[src/rtl/theta_arbiter_pkg.sv]
`default_nettype none
// ============================================================================
//  Module   : theta_arbiter_pkg
//  Purpose  : Shared Anubis definitions: arbiter state encoding, requester
//             IDs, default theta latency and the theta diffusion function.
//  Revision : 1.0 - initial release
// ============================================================================
package theta_arbiter_pkg;

  localparam int THETA_LAT_DEFAULT = 1;

  localparam logic REQ_ROUND = 1'b0;
  localparam logic REQ_KEY   = 1'b1;

  typedef enum logic [1:0] {
    ST_IDLE = 2'd0,
    ST_WAIT = 2'd1,
    ST_RESP = 2'd2
  } state_e;

  // Multiply by x in GF(2^8) modulo x^8+x^4+x^3+x^2+1.
  function automatic logic [7:0] gf_xtime(input logic [7:0] a);
    return {a[6:0], 1'b0} ^ (a[7] ? 8'h1D : 8'h00);
  endfunction

  // Theta: each 32-bit word is a row of four bytes (byte 0 in bits 7:0),
  // multiplied by the Hadamard matrix had(01,02,04,06).
  function automatic logic [127:0] theta_f(input logic [127:0] d);
    logic [127:0] r;
    logic [7:0]   a;
    logic [7:0]   m2;
    logic [7:0]   m4;
    logic [7:0]   acc;
    r = '0;
    for (int w = 0; w < 4; w++) begin
      for (int j = 0; j < 4; j++) begin
        acc = '0;
        for (int i = 0; i < 4; i++) begin
          a  = d[32*w + 8*i +: 8];
          m2 = gf_xtime(a);
          m4 = gf_xtime(m2);
          case (i ^ j)
            0:       acc = acc ^ a;
            1:       acc = acc ^ m2;
            2:       acc = acc ^ m4;
            default: acc = acc ^ m4 ^ m2;
          endcase
        end
        r[32*w + 8*j +: 8] = acc;
      end
    end
    return r;
  endfunction

endpackage
`default_nettype wire

[src/rtl/theta_arbiter_theta.sv]
`default_nettype none
// ============================================================================
//  Module   : theta_arbiter_theta
//  Purpose  : Anubis theta diffusion with a THETA_LAT-stage registered read.
//  Revision : 1.0 - initial release
// ============================================================================
module theta_arbiter_theta
  import theta_arbiter_pkg::*;
#(
  parameter int THETA_LAT = THETA_LAT_DEFAULT
) (
  input  logic         clk,
  input  logic         rst,
  input  logic [127:0] data_in,
  output logic [127:0] deffused_data
);

  generate
    if (THETA_LAT == 0) begin : g_comb
      assign deffused_data = theta_f(data_in);
    end else begin : g_pipe
      logic [127:0] pipe_q [THETA_LAT];

      // Result pipeline: stage 0 holds theta of the input, later stages delay it.
      always_ff @(posedge clk) begin
        if (rst) begin
          for (int s = 0; s < THETA_LAT; s++) pipe_q[s] <= '0;
        end else begin
          pipe_q[0] <= theta_f(data_in);
          for (int s = 1; s < THETA_LAT; s++) pipe_q[s] <= pipe_q[s-1];
        end
      end

      assign deffused_data = pipe_q[THETA_LAT-1];
    end
  endgenerate

endmodule
`default_nettype wire

[src/rtl/theta_arbiter.sv]
`default_nettype none
// ============================================================================
//  Module   : theta_arbiter
//  Purpose  : Shares one theta unit between the round datapath (req0) and
//             the key schedule (req1), one operation in flight at a time.
//  Revision : 1.0 - initial release
// ============================================================================
module theta_arbiter
  import theta_arbiter_pkg::*;
#(
  parameter int THETA_LAT = THETA_LAT_DEFAULT
) (
  input  logic         clk,
  input  logic         rst,
  input  logic         req0_valid,
  output logic         req0_ready,
  input  logic [127:0] req0_data,
  input  logic         req1_valid,
  output logic         req1_ready,
  input  logic [127:0] req1_data,
  output logic         rsp0_valid,
  input  logic         rsp0_ready,
  output logic [127:0] rsp0_data,
  output logic         rsp1_valid,
  input  logic         rsp1_ready,
  output logic [127:0] rsp1_data,
  output logic         busy
);

  // A zero-latency theta still needs a one-bit counter.
  localparam int CW = (THETA_LAT > 0) ? $clog2(THETA_LAT + 1) : 1;

  state_e         state_q, state_d;
  logic [CW-1:0]  cnt_q, cnt_d;
  logic [127:0]   operand_q, operand_d;
  logic [127:0]   result_q, result_d;
  logic           owner_q, owner_d;
  logic           last_grant_q, last_grant_d;
  logic           sel;
  logic           any_valid;
  logic [127:0]   theta_out;

  theta_arbiter_theta #(
    .THETA_LAT(THETA_LAT)
  ) u_theta (
    .clk           (clk),
    .rst           (rst),
    .data_in       (operand_q),
    .deffused_data (theta_out)
  );

  // Grant selection: a lone requester wins; a tie goes to whoever was not granted last.
  always_comb begin
    any_valid = req0_valid | req1_valid;
    if (req0_valid && !req1_valid)      sel = REQ_ROUND;
    else if (req1_valid && !req0_valid) sel = REQ_KEY;
    else                                sel = ~last_grant_q;
  end

  // Next-state, capture and handshake logic.
  always_comb begin
    state_d      = state_q;
    cnt_d        = cnt_q;
    operand_d    = operand_q;
    result_d     = result_q;
    owner_d      = owner_q;
    last_grant_d = last_grant_q;
    req0_ready   = 1'b0;
    req1_ready   = 1'b0;
    case (state_q)
      ST_IDLE: begin
        if (!rst && any_valid) begin
          req0_ready   = (sel == REQ_ROUND);
          req1_ready   = (sel == REQ_KEY);
          operand_d    = (sel == REQ_KEY) ? req1_data : req0_data;
          owner_d      = sel;
          last_grant_d = sel;
          cnt_d        = '0;
          state_d      = ST_WAIT;
        end
      end
      ST_WAIT: begin
        // The operand register stays put so theta sees a stable input.
        if (cnt_q == CW'(THETA_LAT)) begin
          result_d = theta_out;
          state_d  = ST_RESP;
        end else begin
          cnt_d = cnt_q + CW'(1);
        end
      end
      ST_RESP: begin
        if ((owner_q == REQ_ROUND && rsp0_ready) || (owner_q == REQ_KEY && rsp1_ready)) begin
          state_d = ST_IDLE;
        end
      end
      default: state_d = ST_IDLE;
    endcase
  end

  // State and datapath registers.
  always_ff @(posedge clk) begin
    if (rst) begin
      state_q      <= ST_IDLE;
      cnt_q        <= '0;
      operand_q    <= '0;
      result_q     <= '0;
      owner_q      <= REQ_ROUND;
      last_grant_q <= REQ_KEY;
    end else begin
      state_q      <= state_d;
      cnt_q        <= cnt_d;
      operand_q    <= operand_d;
      result_q     <= result_d;
      owner_q      <= owner_d;
      last_grant_q <= last_grant_d;
    end
  end

  assign rsp0_valid = !rst && (state_q == ST_RESP) && (owner_q == REQ_ROUND);
  assign rsp1_valid = !rst && (state_q == ST_RESP) && (owner_q == REQ_KEY);
  assign rsp0_data  = result_q;
  assign rsp1_data  = result_q;
  assign busy       = (state_q != ST_IDLE);

endmodule
`default_nettype wire

[config.mk]
export PLATFORM = sky130hd
export DESIGN_NAME = theta_arbiter
export DESIGN_NICKNAME = d
export VERILOG_FILES = /design/src/rtl/theta_arbiter_pkg.sv /design/src/rtl/theta_arbiter_theta.sv /design/src/rtl/theta_arbiter.sv
export SDC_FILE = /design/constraint.sdc
export NUM_CORES = 1
export LEC_CHECK = 0
export CORE_ASPECT_RATIO = 0.7
export CORE_MARGIN = 1.5
export CORE_UTILIZATION = 45
export DETAILED_ROUTE_END_ITERATION = 6
export DONT_BUFFER_PORTS = 1
export RECOVER_POWER = 25
export SYNTH_ARGS = -nofsm -noshare
export SYNTH_HDL_FRONTEND = slang
export SYNTH_SLANG_ARGS = --single-unit
[constraint.sdc]
create_clock -name clk -period 2.5 [get_ports clk]
set_input_delay 0.25 -clock clk [delete_from_list [all_inputs] [get_ports clk]]
set_output_delay 0.25 -clock clk [all_outputs]
set_load 0.01 [all_outputs]
==> impl_metrics.toml <==
[sta]
setup_slack_ns = 0.0964
min_period_ns = 2.40
rsz0062_at_grt = "no"
setup_tns_ns = 0
drv_slew = 0
finalCritPeriodShare_pct = 96.1
worst_pin_slew_ns = 0.765
relSlewSlack_pct = 48.6
finalHoldViolCount = 0
fmax_ghz = 0.416
finalSetupViolCount = 0
clock_skew_ns = 0.0147

[synth]
synth_fp_nets = 2475
ys_top_cells_by_count = "nand2_1 (395), dfxtp_1 (389), xnor2_1 (283)"
synth_flop_cell = "dfxtp_1"
netlist_instances = 2213
synth_top_area_share_pct = 40.5
yosysMostFrequentCell = "nand2_1"
synth_edf_count = 0
yosysWarnings = 0
avgSynthCellArea_um2 = 8.69
ys_seq_area_share_pct = 40.5
synth_area_leaders = "dfxtp_1 (40%), xnor2_1 (13%), nand2_1 (7.7%)"
ys_types = 35
synthArstFlopShare_pct = 0
syn_area_mm2 = 0.0192
ys_ff_latch = 389
yosysTopAreaCell = "dfxtp_1"

[power_and_ir_drop]
power_density_mw_per_mm2 = 835
ir_worst_vdd_mv = 0.488
leakage_nw = 10.1

[cts]
htreeDepth = 2
clk_pin_slew_ns = 0.07
clock-root-buffer = "clkbuf_16"
cts_tree = "built"
numCtsBuffers = 40
clk_latency_ns = 0.53
clock_sinks = 389
cts_buffer_depth = 3

[layout]
antenna_cells = 0
drive_above_1_share_pct = 5.32
fin_nets = 2716
finish.utilization_pct = 58.7
syn_to_final_growth_pct = 28.9
final_cells = 3034
fill_cells = 3560

[placement]
io_buffers = 0
gp_congestion = 0.890
dp_cells = 2485
dp_slack_ns = 0.483
hpwl_mm = 37.7

[critical_path]
critical_path_depth = 6
max_stage_delay_ns = 0.55
worstPathRequired_ns = 2.93
critPathKind = "register to register"
cp_cell_sequence = "or2_4 > or3_4 > buf_12 > a21oi_1 > a211oi_1 > dlygate4sd3_1"
worstPathMaxFanout = 74
critical_path_arrival_ns = 2.83
end_kind = "register"
crit_buf_inv = 2
crit_path_start_kind = "register"
critPathSlowestCell = "dlygate4sd3_1"
reg2reg_depth = 6
critical_path.top_delay_family = "simple AND/OR/NAND/NOR gates"

[hold_path]
hp-class = "input pin to register"
hold_depth = 2

[drt]
drc = 0
drt-total-wl_mm = 60.1
vias = 16000
detail_route.wl_per_cell_um = 19.8
first_pass_iters = 5
ant_nets = 0
first_iter_violations = 1122
via_per_inst = 5.26

[grt]
grtUsageTotal_pct = 26.3
antenna_found_initial = 1
grt_max_degree = 270
overflow = 0
grt_pass1_vias = 15700
grt_pass1_wl_mm = 90.9

[die]
initial_core_util_pct = 45.5
rows = 63
die_w_um = 250
io_pins = 523
die_y_um = 176
dieArea_mm2 = 0.0440
core_mm2 = 0.0423

[outcome]
status = "complete, no violations"

[job]
maxCapViolCount = 0
## flip-flops by register name, indices dropped and copies added (netlist names)
register,flops
cnt_q,1
last_grant_q,1
operand_q,128
owner_q,1
rsp0_data,128
state_q,2
u_theta.g_pipe.pipe_q,128
## final timing paths
kind	slack [ns]	to	startpoint
max reg2reg	0.1	operand_q[65]$_SDFFE_PP0P_	state_q[1]$_SDFFE_PP0P_
max	0.1	operand_q[65]$_SDFFE_PP0P_	state_q[1]$_SDFFE_PP0P_
min reg2reg	0.45	rsp0_data[11]$_SDFFE_PP0P_	u_theta.g_pipe.pipe_q[0][11]$_SDFF_PP0_
min	0.38	u_theta.g_pipe.pipe_q[0][94]$_SDFF_PP0_	rst
## worst reg2reg max path, cell delays in order, from the launching register on
cell           delay (ns)
dfxtp_1              0.35
or2_4                0.34
or3_4                0.52
buf_12               0.21
a21oi_1              0.25
a211oi_1             0.09
dlygate4sd3_1        0.55
## layout by cell type, fill, tap and decap left out, types with 9 or more instances in the layout
master and count:
dlygate4sd3_1 475, nor3b_1 9, nor2_1 255, buf_12 9, clkbuf_16 41, dfxtp_1 383
nand2_1 394, a211oi_1 128, a21oi_1 260, xnor2_1 283, buf_4 24, xor2_1 87
xnor3_1 50
## report_power, final
group          internal, W  switching, W  leakage (nW)
clock              0.00379       0.00259         0.674
combinational      0.00373       0.00269          6.24
sequential         0.00715      0.000749          3.20
## final cells by class
cell class	count	area, um2	share of cell area, %
Clock buffer	50	1110	4.47
Clock inverter	20	282	1.13
Inverter	3	11.3	0.0454
Multi-Input combinational cell	1511	9770	39.4
Sequential cell	389	7790	31.4
Tap cell	552	691	2.78
Timing Repair Buffer	509	5140	20.7
## stage by stage
| stage | hold WS, ns | power [W] | cell area [um2] |
|---|---|---|---|
| 2_1_floorplan | 0.391 | 0.0120 | 19200 |
| 3_3_place_gp | 0.348 | 0.0130 | 18600 |
| 3_5_place_dp | 0.347 | 0.0130 | 18600 |
| 4_1_cts | 0.248 | 0.0207 | 24800 |
| 5_1_grt | 0.343 | 0.0217 | 24800 |
| 6_report | 0.380 | 0.0207 | 24800 |
## logic make-up after synthesis
kind of cell,count (synthesis),share of synthesized area (%)
flip-flops,389,40.5
AND/OR/NAND/NOR,677,13.6
adder cells (fa/ha/maj),2,0.104
buffers and inverters,315,9.01
multiplexers,1,0.0520
XOR/XNOR,440,24.9
AO/OA/AOI/OAI,389,11.8
## routing by layer
layer  vias up  routed length [um]  global-route usage, %
met1      7644               26000                   34.5
met5         -                   0                      0
met2       673               27200                   42.3
met4         0                2480                   9.97
met3       149                4440                   6.02
li1       7492                   -                      -
## repair_timing
item                       in CTS  in global routing
buffers inserted                0                  1
hold buffers                  476                  0
resized for setup               0                 10
setup endpoints to repair       0                 56
hold endpoints to repair      389                  0
Note: power is estimated with default switching activity, not from simulation.
